$ cat src/rtl/soc_completion_monitor.sv
// Run-completion monitor: snoops RAM write ports for a nonzero flag-word write, captures the
// result word, counts RUN cycles and flags a watchdog timeout. Option: SOC_MON_PORT_STATS_EN.
module soc_completion_monitor #(
  parameter int unsigned NUM_PORTS      = 2,
  parameter int unsigned ADDR_W         = 10,
  parameter int unsigned FLAG_ADDR      = 0,
  parameter int unsigned RESULT_ADDR    = 1,
  parameter int unsigned TIMEOUT_CYCLES = 100,
  parameter int unsigned SETTLE_CYCLES  = 1,
  parameter int unsigned CNT_W          = 16,
  localparam int unsigned PortW         = (NUM_PORTS > 1) ? $clog2(NUM_PORTS) : 1
) (
  input  logic                          clk_i,
  input  logic                          rst_ni,
  input  logic                          start_i,
  input  logic                          clear_i,
  input  logic [NUM_PORTS-1:0]          wr_en_i,
  input  logic [NUM_PORTS*ADDR_W-1:0]   wr_addr_i,
  input  logic [NUM_PORTS*32-1:0]       wr_data_i,
  output logic                          busy_o,
  output logic                          done_o,
  output logic                          timeout_o,
  output logic [31:0]                   flag_o,
  output logic [31:0]                   result_o,
  output logic [CNT_W-1:0]              cycles_o
`ifdef SOC_MON_PORT_STATS_EN
  ,
  output logic [NUM_PORTS*16-1:0]       port_wr_cnt_o,
  output logic [PortW-1:0]              flag_port_o
`endif
);

  localparam int unsigned SettleW = (SETTLE_CYCLES > 1) ? $clog2(SETTLE_CYCLES + 1) : 1;

  typedef enum logic [2:0] {StIdle, StRun, StSettle, StDone, StTimeout} state_e;

  state_e               r_state, w_state_next;
  logic [CNT_W-1:0]     r_cycles, w_cnt_inc;
  logic [31:0]          r_flag, r_result;
  logic [SettleW-1:0]   r_settle;

  logic                 w_flag_hit, w_result_hit;
  logic [31:0]          w_flag_data, w_result_data;
  logic                 w_run_entry, w_snoop, w_flag_complete, w_timeout_hit, w_settle_last;

  // Scan from the top port down so the lowest-index matching port wins.
  always_comb begin
    w_flag_hit    = 1'b0;
    w_flag_data   = '0;
    w_result_hit  = 1'b0;
    w_result_data = '0;
    for (int p = NUM_PORTS - 1; p >= 0; p--) begin
      if (wr_en_i[p] && (wr_addr_i[p*ADDR_W +: ADDR_W] == ADDR_W'(FLAG_ADDR))) begin
        w_flag_hit  = 1'b1;
        w_flag_data = wr_data_i[p*32 +: 32];
      end
      if (wr_en_i[p] && (wr_addr_i[p*ADDR_W +: ADDR_W] == ADDR_W'(RESULT_ADDR))) begin
        w_result_hit  = 1'b1;
        w_result_data = wr_data_i[p*32 +: 32];
      end
    end
  end

  always_comb begin
    w_run_entry     = (r_state == StIdle) && start_i;
    w_snoop         = (r_state == StRun) || (r_state == StSettle);
    w_flag_complete = (r_state == StRun) && w_flag_hit && (w_flag_data != 32'd0);
    w_cnt_inc       = (r_cycles == {CNT_W{1'b1}}) ? r_cycles : r_cycles + CNT_W'(1);
    w_timeout_hit   = 32'(w_cnt_inc) >= 32'(TIMEOUT_CYCLES);
    w_settle_last   = (32'(r_settle) + 32'd1) >= 32'(SETTLE_CYCLES);
  end

  always_ff @(posedge clk_i or negedge rst_ni) begin
    if (!rst_ni) r_state <= StIdle;
    else         r_state <= w_state_next;
  end

  always_comb begin
    w_state_next = r_state;
    unique case (r_state)
      StIdle:    if (start_i) w_state_next = StRun;
      StRun: begin
        if (w_flag_complete) w_state_next = (SETTLE_CYCLES == 0) ? StDone : StSettle;
        else if (w_timeout_hit) w_state_next = StTimeout;
      end
      StSettle:  if (w_settle_last) w_state_next = StDone;
      StDone,
      StTimeout: if (clear_i) w_state_next = StIdle;
      default:   w_state_next = StIdle;
    endcase
  end

  always_comb begin
    busy_o    = (r_state == StRun) || (r_state == StSettle);
    done_o    = (r_state == StDone);
    timeout_o = (r_state == StTimeout);
  end

  always_ff @(posedge clk_i or negedge rst_ni) begin
    if (!rst_ni) begin
      r_cycles <= '0;
      r_flag   <= '0;
      r_result <= '0;
      r_settle <= '0;
    end else if (w_run_entry) begin
      r_cycles <= '0;
      r_flag   <= '0;
      r_result <= '0;
      r_settle <= '0;
    end else if (w_snoop) begin
      if (r_state == StRun) r_cycles <= w_cnt_inc;
      if (r_state == StSettle) r_settle <= r_settle + SettleW'(1);
      if (w_flag_hit)   r_flag   <= w_flag_data;
      if (w_result_hit) r_result <= w_result_data;
    end
  end

  assign flag_o   = r_flag;
  assign result_o = r_result;
  assign cycles_o = r_cycles;

`ifdef SOC_MON_PORT_STATS_EN
  logic [NUM_PORTS*16-1:0] r_port_cnt;
  logic [PortW-1:0]        r_flag_port, w_flag_port;

  always_comb begin
    w_flag_port = '0;
    for (int p = NUM_PORTS - 1; p >= 0; p--) begin
      if (wr_en_i[p] && (wr_addr_i[p*ADDR_W +: ADDR_W] == ADDR_W'(FLAG_ADDR))) begin
        w_flag_port = PortW'(p);
      end
    end
  end

  always_ff @(posedge clk_i or negedge rst_ni) begin
    if (!rst_ni) begin
      r_port_cnt  <= '0;
      r_flag_port <= '0;
    end else begin
      if (w_run_entry) begin
        r_port_cnt <= '0;
      end else if (w_snoop) begin
        for (int p = 0; p < NUM_PORTS; p++) begin
          if (wr_en_i[p] && (r_port_cnt[p*16 +: 16] != 16'hFFFF)) begin
            r_port_cnt[p*16 +: 16] <= r_port_cnt[p*16 +: 16] + 16'd1;
          end
        end
      end
      if (w_flag_complete) r_flag_port <= w_flag_port;
    end
  end

  assign port_wr_cnt_o = r_port_cnt;
  assign flag_port_o   = r_flag_port;
`endif

endmodule
$ cat config.mk
export PLATFORM = sky130hd
export DESIGN_NAME = soc_completion_monitor
export DESIGN_NICKNAME = d
export VERILOG_FILES = /design/src/rtl/soc_completion_monitor.sv
export SDC_FILE = /design/constraint.sdc
export NUM_CORES = 1
export LEC_CHECK = 0
export BUFFER_PORTS_ARGS = -buffer_cell sky130_fd_sc_hd__buf_2
export CORE_MARGIN = 5
export CORE_UTILIZATION = 30
export CTS_BUF_LIST = sky130_fd_sc_hd__clkbuf_16
export DETAILED_ROUTE_END_ITERATION = 8
export PLACE_DENSITY = 0.55
export SLEW_MARGIN = 10
export SYNTH_ARGS = -nofsm -noshare
export SYNTH_HDL_FRONTEND = slang
export SYNTH_SLANG_ARGS = --single-unit
$ cat constraint.sdc
create_clock -name clk_i -period 3.9 [get_ports clk_i]
set_clock_uncertainty 0.1 [all_clocks]
set_input_delay 0.195 -clock clk_i [delete_from_list [all_inputs] [get_ports clk_i]]
set_output_delay 0.195 -clock clk_i [all_outputs]
set_load 0.05 [all_outputs]
==> results.md, run 1 <==
* Post-synth cell types at 51
* Chip Height at 134 um
* Yosys Warn Count at 0
* Clk pin slew, worst setup/hold paths at 0.06 ns
* Slowest cell on the critical path: nand2_2
* Comb pwr share at 27.4%
* Register area share after synthesis at 44.9%
* Max_slew headroom at 28.0%
* Lkg Pwr at 2.97 nW
* Largest net degree at the start of global routing at 84
* Max-slew violation count at 0
* Clock Tree Root: clkbuf_16
* Initial antenna violation count at 0
* Fmax at 387 MHz
* Nets at 723
* Crit path cell chain: xnor2_1 -> nor2_1 -> nand2_2 -> nand3_1 -> o21ai_0
* Num Clock Sinks at 83
* Top-Level Pins at 173
* Reg-to-Reg Start: r_state[0]$_DFFE_PN0P_
* Seq cells post-synth at 83
* Synth Cell Area at 4620 um2
* Tmin final at 2.58 ns
* CTS max path bufs at 2
* CORE AREA at 15100 um2
* Synth top area share at 44.9%
* Post-CTS setup buffer count at 0
* Drt pass-1 iters at 4
* Top post-synthesis cells by area: dfrtp_1, mux2i_1, nand3_1
* Clock buffer count from CTS at 9
* Final period util at 66.2%
* Critical path type: flip-flop to flip-flop
* Clock power share at 33.1%
* Main synth FF type: dfrtp_1
* N_diodes at 0
* Dpl ws at 1.13 ns
* Count leader, synth: dfrtp_1
* CP Buf/Inv Count at 0
* Worst skew pair latency at 0.34 ns
* Sw Ratio at 36.0%
* # rows at 45
* GRT overflow at 0
* # H-tree levels at 3
* Critical Path RT at 3.97 ns
* Worst Path Arrival at 2.66 ns
* Starting density of the core at 30.5%
* Routed len/inst at 19.1 um
* Maximum vdd drop at 264 uV
* Critical path startpoint: r_state[0]$_DFFE_PN0P_
* 1st-iter DRT viols at 305
* DRC at 0
* Final hold vios at 0
* Die W at 134 um
* Endpoints failing setup at 0
* Synth cell count leaders: dfrtp_1, nand3_1, o21ai_0
* Area leader, netlist: dfrtp_1
* DR vias/cell at 5.34
* Slowest stage delay, CP at 0.77 ns
* Hold_sp: wr_data_i[3]
* Sw power at 0.896 mW
* P_int at 1.59 mW
* Worst-path maximum fanout at 64
* Overall Global Routing Usage at 17.2%
* Crit path max-delay family: simple AND/OR/NAND/NOR gates
* CTS tree: done
* Final setup TNS at 0 ns
* Global-route wire length before repair at 24.5 mm
* Multi-input logic area at 2380 um2
* Critical path endpoint category: flip-flop
* CP startpoint kind: flip-flop
* PortBufs at 172
* Mapped Cells at 484
* Hold WS at 0.0612 ns
* Post-synthesis net count at 575
* Mean Syn Cell Area at 9.55 um2
* Post-route setup slack at 1.32 ns
* GPL Wtd Cong at 0.905
* Slew @ Worst Pin at 1.08 ns
* Sequential cell area at 2080 um2
* Area growth from synthesis to layout at 27.2%
* Total number of vias at 4398
* DP Wirelength at 11.6 mm
* Outcome: finished, final reports clean
* Fraction of layout instances using a drive strength above 1 at 31.8%
* Filler cells at 1528
* HP Class: input port to flip-flop
* Max_cap viols at 0
* Synth async-reset ratio at 100%
* Post-synth EDFFs at 0
* Post-route ant nets at 0
* RSZ-0062 raised after global routing: no
* Total wire length at 15.7 mm
* Vias in the first global route at 4579
* PwrDens at 423 nW/um2
* Die area at 18000 um2
* Sequential power share at 39.5%
-- layout by cell type, fill, tap and decap left out, drive strengths merged, types with 2 or more instances in the layout --
cell type  synthesis  routed
o211a              3       3
nor2b              2       2
inv                2       2
and3               5       5
o21ai             84      84
clkbuf            21       9
nor2              13      13
nand4             14      14
and2               4       4
buf               19     176
mux2i             66      66
o31ai              2       2
nor4              19      19
or3                4       4
a21oi             10      10
clkinv             0       4
dfrtp             83      83
or2                2       2
nand2b             2       2
a31oi              6       6
a311oi             3       3
xnor2              5       5
and4               3       3
a41oi              2       2
nand3             72      72
nand2             14      14
nor3               6       6
or4                3       3
-- per-stage QoR --
| stage | utilization, % | instance area [um2] | power [mW] | instances |
|---|---|---|---|---|
| 2_1_floorplan | - | 4620 | 1.45 | 484 |
| 3_3_place_gp | 36.9 | 5600 | 1.67 | 808 |
| 3_5_place_dp | 36.9 | 5600 | 1.68 | 808 |
| 4_1_cts | 38.7 | 5870 | 2.51 | 822 |
| 5_1_grt | 38.8 | 5880 | 2.60 | 823 |
| 6_report | 38.8 | 5880 | 2.49 | 823 |
-- worst paths after layout --
check | depth (start not counted) | slack, ns | endpoint
hold reg to reg | 2 | 0.39 | flag_o[5]$_DFFE_PN0P_
hold / removal | 3 | 0.06 | result_o[3]$_DFFE_PN0P_
max in group asynchronous | 2 | 2.77 | flag_o[25]$_DFFE_PN0P_
setup reg to reg | 5 | 1.32 | result_o[4]$_DFFE_PN0P_
min in group asynchronous | 2 | 0.37 | cycles_o[5]$_DFFE_PN0P_
setup / recovery | 5 | 1.32 | result_o[4]$_DFFE_PN0P_
-- worst reg2reg max path: stages (launching register included) --
cell	delay, ns
dfrtp_1	0.48
xnor2_1	0.18
nor2_1	0.45
nand2_2	0.77
nand3_1	0.33
o21ai_0	0.11
-- what timing repair did --
| action | 4_1_cts | 5_1_grt |
|---|---|---|
| endpoints found under the setup margin | 0 | 0 |
| resized for setup | 0 | 0 |
| hold buffers | 0 | 1 |
| endpoints found under the hold margin | 0 | 83 |
-- cell families (layout without fill, tap and decap cells) --
group / after synthesis / after routing / share of synthesized area (%)
buffers and inverters: 42 / 193 / 3.98
XOR/XNOR: 6 / 6 / 1.14
multiplexers: 67 / 67 / 14.6
adder cells (fa/ha/maj): 1 / 1 / 0.271
AND/OR/NAND/NOR: 168 / 168 / 20.0
AO/OA/AOI/OAI: 117 / 117 / 15.1
flip-flops: 83 / 83 / 44.9
-- sequential cells by signal, indices dropped and copies added, names as in the netlist --
signal / flops
cycles_o: 16
flag_o: 32
result_o: 32
r_state: 3
-- metal layers --
metal | vias to the layer above | wire, um | GRT usage [%]
met2 | 170 | 7570 | 29.1
met5 | - | 0 | 0
met3 | 17 | 1050 | 4.13
li1 | 2112 | - | -
met1 | 2099 | 6890 | 21.7
met4 | 0 | 233 | 5.88
-- power groups by stage --
stage | clock network [mW] | registers [mW] | logic, mW
3_5_place_dp | 0 | 0.997 | 0.683
4_1_cts | 0.846 | 0.981 | 0.686
2_1_floorplan | 0 | 1.07 | 0.385
5_1_grt | 0.869 | 0.993 | 0.743
3_3_place_gp | 0 | 0.996 | 0.677
6_report | 0.823 | 0.983 | 0.681
-- final cells by class --
class | count | share of cell area [%]
clock buffers | 9 | 3.83
clock inverters | 5 | 0.787
inverters | 2 | 0.128
multi-input cells | 359 | 40.5
flip-flops and latches | 83 | 35.3
well taps | 188 | 4.00
repair buffers | 177 | 15.4
Note: power is estimated with default switching activity, not from simulation.
==> inputs of run 2 (changes only) <==
PLACE_DENSITY = 0.57   (was 0.55)
clock period = 2.3 ns   (was 3.9 ns; I/O delays follow)
==> run 2 against run 1 <==
Routed wire length grew 4.6%. Largest power group unchanged. Non-clock buffer count rose by 64. Register-to-register slack lost 1.2 ns. Worst setup slack worse by 1.2 ns. Clock power is 86% higher. Highest routed layer unchanged. Via count increased by 7.2%. Maximum frequency up 21%. Critical path depth rose by 1. Largest cell class unchanged. The flow now finishes with violations (negative hold slack). Critical endpoint is now r_state[2]$_DFFE_PN0P_.
==> results.md, run 2 (synthesized netlist as in run 1, its figures left out) <==
* Failing checks: negative hold slack
* Lkg Pwr at 3.28 nW
* Die W at 134 um
* Starting density of the core at 30.5%
* Final period util at 93.2%
* Max_cap viols at 0
* # H-tree levels at 3
* CTS max path bufs at 2
* Post-route ant nets at 0
* Worst skew pair latency at 0.35 ns
* Clock buffer count from CTS at 9
* Final hold vios at 1
* Global-route wire length before repair at 26.3 mm
* Critical path type: flip-flop to flip-flop
* Routed len/inst at 18.6 um
* Nets at 787
* GRT overflow at 0
* CORE AREA at 15100 um2
* Hold WS at -0.00295 ns
* Commonest non-fill, non-tap cells in the layout: buf_2, dfrtp_1, nand3_1
* Total wire length at 16.5 mm
* Slowest stage delay, CP at 0.67 ns
* CTS tree: done
* Overall Global Routing Usage at 18.3%
* Critical path endpoint category: flip-flop
* # rows at 45
* Total power at 4.55 mW
* Critical Path RT at 2.48 ns
* PortBufs at 172
* Fraction of layout instances using a drive strength above 1 at 34.7%
* DRC at 0
* Chip Height at 134 um
* Largest net degree at the start of global routing at 65
* Num Clock Sinks at 83
* Post-CTS setup buffer count at 0
* Initial antenna violation count at 0
* Total number of vias at 4716
* DR vias/cell at 5.32
* Most common cell after layout, fill and taps aside: buf_2
* Worst Path Arrival at 2.32 ns
* Vias in the first global route at 4764
* Tmin final at 2.14 ns
* Die area at 18000 um2
* RSZ-0062 raised after global routing: no
* Slowest cell on the critical path: or4_1
* Top-Level Pins at 173
* CP startpoint kind: flip-flop
* Area growth from synthesis to layout at 41.6%
* Slew @ Worst Pin at 0.611 ns
* PwrDens at 695 nW/um2
* Max_slew headroom at 59.3%
* Crit path cell chain: nand4_1 -> or4_1 -> a31oi_1 -> a211oi_2 -> o211ai_2 -> o211a_1
* Outcome: finished with violations
* Endpoints failing setup at 0
* Maximum vdd drop at 390 uV
* Fmax at 467 MHz
* Clk pin slew, worst setup/hold paths at 0.06 ns
* Max-slew violation count at 0
* N_diodes at 0
* DP Wirelength at 11.9 mm
* HP Class: input port to flip-flop
* 1st-iter DRT viols at 255
* Drt pass-1 iters at 5
* Clock Tree Root: clkbuf_16
* Worst-path maximum fanout at 7
* GPL Wtd Cong at 0.931
==> run 2: per-layer routing <==
| metal | up-vias | track usage [%] | wire length (um) |
|---|---|---|---|
| li1 | 2231 | - | - |
| met1 | 2284 | 23.3 | 7180 |
| met2 | 174 | 30.3 | 7910 |
| met3 | 27 | 5.59 | 1020 |
| met4 | 0 | 5.20 | 341 |
| met5 | - | 0 | 0 |
==> run 2: area by class of cell <==
class | instances | area, um2
Fill cell | 1480 | 8600
Clock inverter | 4 | 68.8
Multi-Input combinational cell | 359 | 2400
Clock buffer | 9 | 225
Inverter | 2 | 7.51
Tap cell | 188 | 235
Sequential cell | 83 | 2090
Timing Repair Buffer | 241 | 1530
==> run 2: power breakdown <==
| group | switching, mW | internal [mW] | leakage, nW |
|---|---|---|---|
| logic | 0.904 | 0.488 | 2.00 |
| clock network | 0.605 | 0.928 | 0.145 |
| registers | 0.0874 | 1.54 | 1.14 |
==> run 2: worst paths after layout <==
| path | from | end | slack, ns | cells after the start |
|---|---|---|---|---|
| max in group asynchronous | rst_ni | flag_o[5]$_DFFE_PN0P_ | 1.35 | 3 |
| worst max register to register | cycles_o[2]$_DFFE_PN0P_ | r_state[2]$_DFFE_PN0P_ | 0.16 | 6 |
| worst max-delay path | cycles_o[2]$_DFFE_PN0P_ | r_state[2]$_DFFE_PN0P_ | 0.16 | 6 |
| min in group asynchronous | rst_ni | cycles_o[5]$_DFFE_PN0P_ | 0.14 | 2 |
| worst min-delay path | wr_data_i[20] | result_o[20]$_DFFE_PN0P_ | -0.003 | 3 |
| worst min register to register | flag_o[24]$_DFFE_PN0P_ | flag_o[24]$_DFFE_PN0P_ | 0.39 | 2 |
==> run 2: per-stage QoR <==
stage	util (%)	TNS [ns]	cells	instance area [um2]	setup WS, ns
3_5_place_dp	38.7	0	835	5860	0.134
2_1_floorplan	-	-0.0539	484	4630	-0.0539
6_report	43.2	0	886	6550	0.157
5_1_grt	43.2	0	886	6550	0.00435
3_3_place_gp	38.7	0	835	5860	0.155
4_1_cts	43.1	0	886	6530	0.0926
==> run 2: repair_timing <==
item                       4_1_cts  5_1_grt
setup endpoints to repair        0        2
resized for setup                0        5
hold endpoints to repair        88        0
hold buffers                    38        0
==> run 2: worst max-delay path: cells and delay by family, from the launching register on <==
family          cells  cell delay (ns)
simple gates        2             0.88
compound gates      4             0.68
flops               1             0.42
==> inputs of run 3 (changes only) <==
MAX_ROUTING_LAYER = met4   (was not set)
==> run 3 against run 2 <==
The flow now finishes without violations. Sequential share of layout area is 1.3 points higher. Maximum frequency is 1.2% lower. Worst setup slack worse by 0.027 ns. Core utilization is 1.7 points lower. Design area is 4.0% lower. Final cell count is 2.3% lower. Total power is 6.2% lower. Hold slack better by 0.0098 ns. Highest routed layer unchanged. Routed wire length is 4.4% lower. First-iteration DRC count is 33% lower. Sequential power hardly changed.
==> results.md, run 3 (synthesized netlist as in run 1, its figures left out) <==
* Top-Level Pins at 173
* Clock buffer count from CTS at 9
* Sw Ratio at 36.9%
* Outcome: finished, final reports clean
* Most common cell after layout, fill and taps aside: buf_2
* Chip Height at 134 um
* Initial antenna violation count at 0
* Lkg Pwr at 3.16 nW
* Worst-path maximum fanout at 11
* DR vias/cell at 5.32
* Final hold vios at 0
* Starting density of the core at 30.5%
* Routed len/inst at 18.2 um
* Final setup TNS at 0 ns
* Clock power share at 30.9%
* Hold WS at 0.00681 ns
* Max_cap viols at 0
* PwrDens at 679 nW/um2
* Multi-input logic area at 2400 um2
* Clk pin slew, worst setup/hold paths at 0.07 ns
* 1st-iter DRT viols at 170
* Placed instance area at 5800 um2
* Num Clock Sinks at 83
* Slowest cell on the critical path: dfrtp_2
* Sequential power share at 38.7%
* Fmax at 461 MHz
* Clock Tree Root: clkbuf_16
* Filler cells at 1531
* Maximum vdd drop at 379 uV
* Drt pass-1 iters at 5
* Crit path cell chain: and4_2 -> nand4_1 -> mux2_4 -> a2111oi_4 -> o211ai_2 -> o211a_1
* Critical Path RT at 2.43 ns
* Comb pwr share at 30.4%
* Die area at 18000 um2
* Tmin final at 2.17 ns
* Critical path type: flip-flop to flip-flop
* Endpoints failing setup at 0
* Critical path endpoint category: flip-flop
* Die W at 134 um
* DRC at 0
* Sequential cell area at 2090 um2
* DP Wirelength at 11.9 mm
* Vias in the first global route at 4811
* Final core utilization at 41.5%
* Global-route wire length before repair at 25.2 mm
* # H-tree levels at 3
* GRT overflow at 0
* HP Class: input port to flip-flop
* Post-route cell area at 6280 um2
* Max_slew headroom at 60.6%
* Total wire length at 15.7 mm
* GPL Wtd Cong at 0.929
* Slew @ Worst Pin at 0.591 ns
* Total power at 4.27 mW
* Worst Path Arrival at 2.29 ns
* Slowest stage delay, CP at 0.46 ns
* Post-route ant nets at 0
* Nets at 764
* RSZ-0062 raised after global routing: no
* Commonest non-fill, non-tap cells in the layout: buf_2, dfrtp_1, nand3_1
* CTS tree: done
* Final period util at 94.3%
* N_diodes at 0
* Fraction of layout instances using a drive strength above 1 at 35.0%
* Overall Global Routing Usage at 18.1%
* P_int at 2.69 mW
* Total number of vias at 4607
* Crit path max-delay family: compound AO/OA/AOI/OAI gates
* Worst skew pair latency at 0.34 ns
* CP Buf/Inv Count at 0
* Sw power at 1.57 mW
* CORE AREA at 15100 um2
* # rows at 45
* Max-slew violation count at 0
* Largest net degree at the start of global routing at 46
* CTS max path bufs at 2
* Area growth from synthesis to layout at 35.9%
* CP startpoint kind: flip-flop
* PortBufs at 172
## run 3: cell types whose count changed in the layout (fill, tap and decap cells not counted), sizes merged
cell,before,now
buf,203,197
bufinv,2,0
clkinv,2,4
clkinvlp,0,2
dlygate4sd3,38,21
inv,2,3
## run 3: final timing paths
path                                          from                 endpoint  slack, ns  depth (start not counted)
max                        cycles_o[2]$_DFFE_PN0P_   r_state[2]$_DFFE_PN0P_       0.13                          6
min                                  wr_data_i[52]   flag_o[20]$_DFFE_PN0P_      0.007                          3
max reg2reg                cycles_o[2]$_DFFE_PN0P_   r_state[2]$_DFFE_PN0P_       0.13                          6
min reg2reg                  flag_o[3]$_DFFE_PN0P_    flag_o[3]$_DFFE_PN0P_       0.40                          2
max in group asynchronous                   rst_ni    flag_o[5]$_DFFE_PN0P_       1.40                          3
min in group asynchronous                   rst_ni  cycles_o[5]$_DFFE_PN0P_       0.06                          2
## run 3: worst register-to-register path, cell delays in order (launching register included)
cell and delay [ns]:
dfrtp_2 0.46, and4_2 0.36, nand4_1 0.14, mux2_4 0.33
a2111oi_4 0.28, o211ai_2 0.16, o211a_1 0.22
## run 3: final cells by class
cell class	instances	area share [%]
clock buffers	9	3.58
well taps	188	3.74
inverters	2	0.119
repair buffers	218	20.7
clock inverters	7	0.577
multi-input cells	359	38.1
flip-flops and latches	83	33.2
## run 3: routing by layer
metal	part of all wire (%)	global-route usage, %	up-vias	wire (um)
met4	2.3	6.45	0	363
met1	44	23.4	2222	6920
met3	5.3	2.96	28	826
li1	-	-	2192	-
met5	0	-	-	0
met2	48	28.9	165	7620
## run 3: power groups by stage
stage / Sequential, mW / Combinational [mW] / Clock (mW)
after floorplan: 1.82 / 0.657 / 0
after global placement: 1.67 / 1.27 / 0
after detailed placement: 1.68 / 1.27 / 0
after CTS: 1.65 / 1.30 / 1.35
after global routing: 1.66 / 1.41 / 1.41
final: 1.65 / 1.30 / 1.32
## run 3: metrics by stage
stage | setup slack [ns] | std cells
finish | 0.130 | 866
detailed placement | 0.0907 | 829
global route | 0.00602 | 866
floorplan | -0.0539 | 484
global placement | 0.131 | 829
CTS | 0.0768 | 866
## run 3: timing repair
action,CTS,global route
endpoints found under the setup margin,0,2
gates resized for setup,0,5
setup buffers,0,0
hold buffers,21,0
endpoints found under the hold margin,98,0
